`config.mk`:
```
export PLATFORM = sky130hd
export DESIGN_NAME = nf10_upb_input_arbiter
export DESIGN_NICKNAME = d
export VERILOG_FILES = /design/src/rtl/nf10_upb_input_arbiter.sv
export SDC_FILE = /design/constraint.sdc
export NUM_CORES = 1
export LEC_CHECK = 0
export CORE_AREA = 5 5 659 661
export CTS_BUF_LIST = sky130_fd_sc_hd__clkbuf_16
export DETAILED_ROUTE_END_ITERATION = 8
export DIE_AREA = 0 0 664 666
export PLACE_DENSITY = 0.3
export SLEW_MARGIN = 5
export SYNTH_ARGS = -nofsm -noshare
export SYNTH_HDL_FRONTEND = slang
export SYNTH_SLANG_ARGS = --single-unit
```
`constraint.sdc`:
```
create_clock -name axi_aclk -period 2.4 [get_ports axi_aclk]
set_input_delay 0.6 -clock axi_aclk [delete_from_list [all_inputs] [get_ports axi_aclk]]
set_output_delay 0.6 -clock axi_aclk [all_outputs]
set_load 0.01 [all_outputs]
```
`src/rtl/nf10_upb_input_arbiter.sv`:
```
// nf10_upb_input_arbiter
// Packet-granular round-robin merge of C_NUM_PORTS AXI4-Stream inputs into one
// output stream. A grant is held from the first beat of a packet until its tlast
// handshake. The next winner is chosen in that same cycle, so consecutive packets
// follow each other with no idle cycle in between.
module nf10_upb_input_arbiter #(
  parameter int C_NUM_PORTS  = 4,
  parameter int C_DATA_WIDTH = 256
) (
  input  logic                                   axi_aclk,
  input  logic                                   axi_reset,
  input  logic [C_NUM_PORTS*C_DATA_WIDTH-1:0]     s_axis_tdata,
  input  logic [C_NUM_PORTS*(C_DATA_WIDTH/8)-1:0] s_axis_tkeep,
  input  logic [C_NUM_PORTS*14-1:0]               s_axis_tuser_packet_length,
  input  logic [C_NUM_PORTS*4-1:0]                s_axis_tuser_in_port,
  input  logic [C_NUM_PORTS*4-1:0]                s_axis_tuser_out_port,
  input  logic [C_NUM_PORTS-1:0]                  s_axis_tvalid,
  input  logic [C_NUM_PORTS-1:0]                  s_axis_tlast,
  output logic [C_NUM_PORTS-1:0]                  s_axis_tready,
  output logic [C_DATA_WIDTH-1:0]                 m_axis_tdata,
  output logic [C_DATA_WIDTH/8-1:0]               m_axis_tkeep,
  output logic [13:0]                             m_axis_tuser_packet_length,
  output logic [3:0]                              m_axis_tuser_in_port,
  output logic [3:0]                              m_axis_tuser_out_port,
  output logic                                    m_axis_tvalid,
  input  logic                                    m_axis_tready,
  output logic                                    m_axis_tlast,
  input  logic [C_NUM_PORTS-1:0]                  port_enable,
  output logic [C_NUM_PORTS-1:0]                  grant,
  output logic [C_NUM_PORTS*32-1:0]               pkt_count
);

  localparam int KW = C_DATA_WIDTH / 8;
  localparam int PW = (C_NUM_PORTS > 1) ? $clog2(C_NUM_PORTS) : 1;

  typedef enum logic {
    IDLE,
    BUSY
  } state_t;

  state_t                 state;
  state_t                 next_state;
  logic [C_NUM_PORTS-1:0] grant_q;
  logic [C_NUM_PORTS-1:0] next_grant;
  logic [PW-1:0]          rr_ptr;
  logic [PW-1:0]          next_rr;
  logic [C_NUM_PORTS-1:0] eligible;
  logic                   any_eligible;
  logic [PW-1:0]          winner;
  logic [C_NUM_PORTS-1:0] winner_onehot;
  logic                   last_beat;
  logic [31:0]            count [C_NUM_PORTS];

  assign eligible      = s_axis_tvalid & port_enable;
  assign winner_onehot = C_NUM_PORTS'(1) << winner;
  assign grant         = grant_q;
  assign s_axis_tready = grant_q & {C_NUM_PORTS{m_axis_tready}};
  assign m_axis_tvalid = |(grant_q & s_axis_tvalid);
  assign m_axis_tlast  = |(grant_q & s_axis_tlast);
  assign last_beat     = m_axis_tvalid & m_axis_tready & m_axis_tlast;

  // Round-robin scan starting after the last winner, so the last winner is checked last
  always_comb begin
    logic [PW-1:0] idx;
    idx          = '0;
    any_eligible = 1'b0;
    winner       = rr_ptr;
    for (int k = 1; k <= C_NUM_PORTS; k++) begin
      idx = PW'((int'(rr_ptr) + k) % C_NUM_PORTS);
      if (!any_eligible && eligible[idx]) begin
        any_eligible = 1'b1;
        winner       = idx;
      end
    end
  end

  // Output mux: AND-OR of the one-hot grant, which yields all zeros while idle
  always_comb begin
    m_axis_tdata               = '0;
    m_axis_tkeep               = '0;
    m_axis_tuser_packet_length = '0;
    m_axis_tuser_in_port       = '0;
    m_axis_tuser_out_port      = '0;
    for (int i = 0; i < C_NUM_PORTS; i++) begin
      if (grant_q[i]) begin
        m_axis_tdata               = m_axis_tdata | s_axis_tdata[i*C_DATA_WIDTH +: C_DATA_WIDTH];
        m_axis_tkeep               = m_axis_tkeep | s_axis_tkeep[i*KW +: KW];
        m_axis_tuser_packet_length = m_axis_tuser_packet_length | s_axis_tuser_packet_length[i*14 +: 14];
        m_axis_tuser_in_port       = m_axis_tuser_in_port | s_axis_tuser_in_port[i*4 +: 4];
        m_axis_tuser_out_port      = m_axis_tuser_out_port | s_axis_tuser_out_port[i*4 +: 4];
      end
    end
  end

  // Next-state logic: arbitrate when idle, or on the tlast handshake of the held packet
  always_comb begin
    next_state = state;
    next_grant = grant_q;
    next_rr    = rr_ptr;
    case (state)
      IDLE: begin
        if (any_eligible) begin
          next_state = BUSY;
          next_grant = winner_onehot;
          next_rr    = winner;
        end
      end
      BUSY: begin
        if (last_beat) begin
          if (any_eligible) begin
            next_grant = winner_onehot;
            next_rr    = winner;
          end else begin
            next_state = IDLE;
            next_grant = '0;
          end
        end
      end
    endcase
  end

  // State, grant and round-robin pointer registers; pointer resets so port 0 wins first
  always_ff @(posedge axi_aclk) begin
    if (axi_reset) begin
      state   <= IDLE;
      grant_q <= '0;
      rr_ptr  <= PW'(C_NUM_PORTS - 1);
    end else begin
      state   <= next_state;
      grant_q <= next_grant;
      rr_ptr  <= next_rr;
    end
  end

  // Per-port forwarded-packet counters, bumped on each tlast handshake, wrapping naturally
  always_ff @(posedge axi_aclk) begin
    if (axi_reset) begin
      for (int i = 0; i < C_NUM_PORTS; i++) count[i] <= '0;
    end else begin
      for (int i = 0; i < C_NUM_PORTS; i++) begin
        if (last_beat && grant_q[i]) count[i] <= count[i] + 32'd1;
      end
    end
  end

  for (genvar g = 0; g < C_NUM_PORTS; g++) begin : g_count
    assign pkt_count[g*32 +: 32] = count[g];
  end

endmodule

```
==> results of run 1 <==
## worst min path at each step
stage                     slack [ns]                   start                     end  cells after the start
after global placement          0.56  rr_ptr[1]$_SDFFE_PP1P_  rr_ptr[1]$_SDFFE_PP1P_                      1
after detailed placement        0.58  rr_ptr[1]$_SDFFE_PP1P_  rr_ptr[1]$_SDFFE_PP1P_                      1
after global routing            0.62  rr_ptr[1]$_SDFFE_PP1P_  rr_ptr[1]$_SDFFE_PP1P_                      1
after CTS                       0.60  rr_ptr[1]$_SDFFE_PP1P_  rr_ptr[1]$_SDFFE_PP1P_                      1
final                           0.60  rr_ptr[1]$_SDFFE_PP1P_  rr_ptr[1]$_SDFFE_PP1P_                      1
after floorplan                 0.52  rr_ptr[1]$_SDFFE_PP1P_  rr_ptr[1]$_SDFFE_PP1P_                      1
## metrics by stage
stage                     cell area [µm²]  setup TNS [ns]  cells
final                               49530         -111.22   9793
after detailed placement            42570         -140.56   9477
after floorplan                     13670               0   1773
after global placement              42570         -145.44   9477
after CTS                           45220         -178.96   9577
after global routing                49410         -166.20   9747
## what timing repair did
item	in CTS	in global routing
endpoints found under the hold margin	0	0
pin swaps	83	234
resized for setup	694	1005
cloned	15	30
endpoints found under the setup margin	552	546
buffers inserted	66	160
## cells in the final DEF (no fill, tap or decap), drive strengths merged, types with 2 or more instances in the layout
master	count
a21o	4
a21oi	18
a22oi	625
a32o	4
and2	9
and3	14
and3b	2
and4	16
buf	925
clkbuf	99
clkdlybuf4s15	2
clkdlybuf4s50	1375
clkinv	5
dfxtp	7
diode	53
dlygate4sd2	2
dlymetal6s2s	8
edfxtp	128
ha	4
inv	25
nand2	362
nand2b	3
nand3	38
nand4	24
nor2	134
nor3	27
nor4	15
o21ai	11
o31ai	5
or3	12
or4	8
xnor2	70
xor2	36
## kinds of logic (layout without fill, tap and decap cells)
logic type / count (synthesis) / in the layout / synth area share, %
AOI/OAI and AO/OA: 674 / 674 / 36.62
xor gates and xnor gates: 106 / 106 / 6.791
adders and majority gates: 4 / 4 / 0.3661
and+or+nand+nor: 666 / 666 / 21.74
muxes: 2 / 2 / 0.1556
other: 0 / 53 / 0
DFF: 135 / 135 / 29.14
buffers and inverters: 186 / 2443 / 5.198
## registers in the layout, summed over array words and instances (netlist names)
name and flops:
state 1, rr_ptr 2, grant 4, count 128
## final cells by class
| class | instances | share of cell area [%] |
|---|---|---|
| clock buffers | 25 | 1.263 |
| inverters | 23 | 0.1743 |
| flip-flops and latches | 135 | 8.074 |
| diodes | 53 | 0.2678 |
| multi-input cells | 1452 | 23.17 |
| repair buffers | 2387 | 52.51 |
| well taps | 5710 | 14.42 |
| clock inverters | 8 | 0.1213 |
## critical path, cell delays in order (launching register included)
cell	delay [ns]
dfxtp_4	0.40
buf_16	0.17
buf_16	0.16
buf_12	0.16
buf_6	0.11
buf_4	0.13
a22oi_2	0.36
nand2_1	0.09
buf_2	0.15
## per-layer routing
layer / vias to the layer above / part of all wire, % / track usage [%]
met2: 1478 / 49 / 24.34
met5: - / 0.32 / 0
met4: 166 / 2.9 / 2.225
li1: 11430 / - / -
met3: 566 / 10 / 6.349
met1: 12960 / 38 / 14.93
## power breakdown
part / switching [W] / internal (W) / leakage (nW) / total [W]
logic: 0.00565 / 0.00608 / 15.6 / 0.0117
clock network: 0.00134 / 0.00196 / 0.348 / 0.00330
registers: 0.000113 / 0.00266 / 1.38 / 0.00277
total: 0.00710 / 0.0107 / 17.3 / 0.0178
==> results.sh, run 1 <==
export IMPL_fin_crit_ns=2.902
export IMPL_startpoint_type="flop"
export IMPL_crit_type="flop to output pin"
export IMPL_drv_slew=0
export IMPL_yosys_area_top_type_share_pct=34.32
export IMPL_cp_required_ns=1.80
export IMPL_synth_seq_cells=135
export IMPL_clkTransAtPathRegs_ns=0.06
export IMPL_worstHoldPathType="flop to flop"
export IMPL_synth_common_cells="a22oi_1, nand2_1, clkbuf_1"
export IMPL_rsz0062_at_grt="yes"
export IMPL_drtAntennaViolNets=0
export IMPL_worst_slack_ns=-0.5024
export IMPL_vias=26600
export IMPL_drive_above_1_share_pct=38.98
export IMPL_worst_r2r_path_depth=8
export IMPL_synthArstFlopShare_pct=0
export IMPL_place_hpwl_mm=289.6
export IMPL_cts_buffer_depth=3
export IMPL_grt_max_degree=55
export IMPL_hold_slack_ns=0.6029
export IMPL_crit_path_end_kind="output pin"
export IMPL_routabilityCongestion=0.9771
export IMPL_clock_fmax_ghz=0.3445
export IMPL_worstPathMaxFanout=5
export IMPL_die_w_um=664
export IMPL_drtPass1Iterations=5
export IMPL_leakagePower_nw=17.33
export IMPL_yosysSeqAreaShare_pct=29.14
export IMPL_final_util_pct=11.56
export IMPL_p_per_area_mw_per_mm2=359.5
export IMPL_rows=241
export IMPL_worst_pin_slew_ns=0.5592
export IMPL_yosysMostFrequentCell="a22oi_1"
export IMPL_first_global_vias=26270
export IMPL_wl_per_cell_um=33.58
export IMPL_setup_viol=475
export IMPL_synthTopCellsByArea="a22oi_1, edfxtp_1, nand2_1"
export IMPL_crit_start="grant[2]$_SDFFE_PP0P_"
export IMPL_finalCritPeriodShare_pct=120.9
export IMPL_syn_area_mm2=0.01367
export IMPL_antenna_found_initial=252
export IMPL_finalHoldViolations=0
export IMPL_synth_nets=3032
export IMPL_rr_endpoint="count[0][23]$_SDFFCE_PN0P_"
export IMPL_max_cap_viol_count=0
export IMPL_cts_tree="done"
export IMPL_pre_cts_ws_ns=-1.310
export IMPL_avgSynthCellArea_um2=7.711
export IMPL_synth_edf_count=128
export IMPL_fillers=49270
export IMPL_htree_levels=4
export IMPL_ios=1703
export IMPL_yosysTopAreaCell="a22oi_1"
export IMPL_ys_types=50
export IMPL_grt_usage_pct=13.65
export IMPL_coreArea_mm2=0.4285
export IMPL_clock_latency_ns=0.53
export IMPL_start_util_pct=3.191
export IMPL_slew_headroom_pct=62.72
export IMPL_power_total_w=0.01781
export IMPL_yosysWarnings=0
export IMPL_irDropWorstVdd_uv=318.0
export IMPL_clock_root_buffer="clkbuf_16"
export IMPL_routed_wl_mm=328.9
export IMPL_crit_end="m_axis_tuser_packet_length[4]"
export IMPL_r2r_start="grant[2]$_SDFFE_PP0P_"
export IMPL_register_area_mm2=0.003999
export IMPL_via_per_inst=2.716
export IMPL_violations="negative setup slack"
export IMPL_cts_sinks=135
export IMPL_syn_to_final_growth_pct=262.3
export IMPL_status="finished, violations left"
export IMPL_cts_buffers=25
export IMPL_die_h_um=666
export IMPL_multi_input_area_mm2=0.01147
export IMPL_skew_ns=0.02188
export IMPL_nNetsFinal=5283
export IMPL_portBuffers=1702
export IMPL_cts_hold_repair_buffers=0
export IMPL_remaining_drc_errors=0
export IMPL_grt_overflow=0
export IMPL_dieArea_mm2=0.4422
export IMPL_ff2ff_setup_slack_ns=-0.18
export IMPL_grt_first_pass_wirelength_mm=374.5
export IMPL_detail_route_iter0_violations=1523
export IMPL_synthFlopType="edfxtp_1"
export IMPL_worstPathArrival_ns=2.30
export IMPL_synthCells=1773
Note: power is estimated with default switching activity, not from simulation.
==> inputs of run 2 (changes only) <==
- GPL_TIMING_DRIVEN: default -> 0
- SETUP_SLACK_MARGIN: default -> 0.05
==> run 2 against run 1 <==
Sequential share of layout area increased by 0.72 points; highest routed layer unchanged; the flow still finishes with violations (negative setup slack); count of clock-buffer cells in the layout did not move; register-to-register slack worse by 0.21 ns; largest cell class unchanged.
==> results.sh, run 2 (synthesis results as in run 1) <==
export IMPL_cts_buffer_depth=3
export IMPL_irDropWorstVdd_uv=348.7
export IMPL_vias=25680
export IMPL_grt_usage_pct=15.05
export IMPL_clock_fmax_ghz=0.2877
export IMPL_grt_first_pass_wirelength_mm=405.0
export IMPL_rsz0062_at_grt="yes"
export IMPL_finalCritPeriodShare_pct=144.8
export IMPL_holdPathEnd="rr_ptr[1]$_SDFFE_PP1P_"
export IMPL_cts_hold_repair_buffers=0
export IMPL_hold_depth=1
export IMPL_syn_to_final_growth_pct=232.5
export IMPL_pre_cts_ws_ns=-3.126
export IMPL_layout_commonest_cell="clkdlybuf4s50_1"
export IMPL_cts_sinks=135
export IMPL_worstPathArrival_ns=2.88
export IMPL_worstHoldPathType="flop to flop"
export IMPL_place_hpwl_mm=319.8
export IMPL_crit_path_end_kind="output pin"
export IMPL_largest_reg_flops=128
export IMPL_dieArea_mm2=0.4422
export IMPL_antenna_found_initial=276
export IMPL_fin_setup_tns_ns=-230.64
export IMPL_grt_overflow=0
export IMPL_ff2ff_setup_slack_ns=-0.39
export IMPL_wl_per_cell_um=36.99
export IMPL_grt_max_degree=33
export IMPL_drive_above_1_share_pct=32.28
export IMPL_htree_levels=4
export IMPL_remaining_drc_errors=0
export IMPL_coreArea_mm2=0.4285
export IMPL_mostFrequentLayoutCells="clkdlybuf4s50_1, a22oi_2, nand2_1, a22oi_1, buf_6"
export IMPL_worst_pin_slew_ns=1.100
export IMPL_rows=241
export IMPL_skew_ns=0.03327
export IMPL_power_total_w=0.01667
export IMPL_max_cap_viol_count=0
export IMPL_r2r_start="grant[0]$_SDFFE_PP0P_"
export IMPL_fin_crit_ns=3.476
export IMPL_violations="negative setup slack"
export IMPL_rr_endpoint="count[1][26]$_SDFFCE_PN0P_"
export IMPL_setup_viol=443
export IMPL_cts_buffers=25
export IMPL_crit_type="flop to output pin"
export IMPL_clock_latency_ns=0.55
export IMPL_fin_area_mm2=0.04546
export IMPL_first_global_vias=25350
export IMPL_cts_tree="done"
export IMPL_cp_required_ns=1.80
export IMPL_drtPass1Iterations=5
export IMPL_via_per_inst=2.697
export IMPL_worst_r2r_path_depth=12
export IMPL_detail_route_iter0_violations=1777
export IMPL_start_util_pct=3.191
export IMPL_die_h_um=666
export IMPL_routabilityCongestion=0.9804
export IMPL_p_per_area_mw_per_mm2=366.8
export IMPL_hold_start="rr_ptr[1]$_SDFFE_PP1P_"
export IMPL_startpoint_type="flop"
export IMPL_worstPathMaxFanout=7
export IMPL_placed_area_mm2=0.03842
export IMPL_slew_headroom_pct=26.65
export IMPL_die_w_um=664
export IMPL_largest_register="count"
export IMPL_ios=1703
export IMPL_fillers=49520
export IMPL_leakagePower_nw=15.41
export IMPL_status="finished, violations left"
export IMPL_worst_slack_ns=-1.076
export IMPL_drtAntennaViolNets=0
export IMPL_drv_slew=0
export IMPL_portBuffers=1701
export IMPL_finalHoldViolations=0
export IMPL_clock_root_buffer="clkbuf_16"
export IMPL_nNetsFinal=4996
export IMPL_routed_wl_mm=352.1
export IMPL_clkTransAtPathRegs_ns=0.08
==> run 2: where the power goes <==
| group | total (W) | internal (W) | switching, W |
|---|---|---|---|
| Clock | 0.00318 | 0.00185 | 0.00133 |
| Sequential | 0.00279 | 0.00266 | 0.000130 |
| Combinational | 0.0107 | 0.00497 | 0.00573 |
==> run 2: worst max-delay path, cell delays in order, from the launching register on <==
cell and delay (ns):
dfxtp_4 0.38, clkbuf_16 0.16, buf_16 0.15, clkbuf_16 0.25, buf_12 0.14, buf_12 0.14, a22oi_2 0.65, nand2_1 0.14
buf_2 0.17
==> run 2: cell type report <==
cell class                      count  area (µm²)  area share (%)
Multi-Input combinational cell   1457       11310           24.89
Tap cell                         5710        7144           15.72
Clock inverter                      7       31.28         0.06881
Clock buffer                       25       625.6           1.376
Sequential cell                   135        3999           8.796
Antenna cell                       67       167.7          0.3688
Timing Repair Buffer             1949       20120           44.26
Buffer                            146        1971           4.335
Inverter                           23       86.33          0.1899
==> run 2: repair_timing <==
item	4_1_cts	5_1_grt
gates cloned	8	14
setup endpoints to repair	604	600
buffers inserted	93	114
pin swaps	232	305
resized for setup	1702	1014
==> run 2: how the worst max path moves through the flow <==
| stage | start | endpoint | slack (ns) | cells past startpoint |
|---|---|---|---|---|
| after floorplan | grant[2]$_SDFFE_PP0P_ | count[2][0]$_SDFFCE_PN0P_ | 0.05 | 4 |
| after global placement | grant[2]$_SDFFE_PP0P_ | m_axis_tdata[100] | -7.18 | 6 |
| after detailed placement | grant[2]$_SDFFE_PP0P_ | m_axis_tdata[106] | -3.13 | 7 |
| after CTS | grant[2]$_SDFFE_PP0P_ | m_axis_tdata[106] | -1.34 | 7 |
| after global routing | grant[2]$_SDFFE_PP0P_ | m_axis_tdata[106] | -1.11 | 7 |
| final | grant[2]$_SDFFE_PP0P_ | m_axis_tdata[177] | -1.08 | 8 |
==> run 2: per-layer routing <==
layer  track usage (%)  vias to the layer above  share of wire (%)
met5                 0                        -               0.30
met4             2.780                      170                3.0
met3             6.428                      553                 11
met2             26.71                     1567                 49
met1             16.78                    12500                 37
li1                  -                    10890                  -
==> run 2: stage by stage <==
step                      hold slack [ns]  utilization, %  std cells
after floorplan                    0.5218               -       1773
after global placement             0.5606           8.832       9184
after detailed placement           0.5846           8.967       9212
after CTS                          0.5978           9.942       9345
after global routing               0.6497           10.58       9474
final                              0.6104           10.61       9519
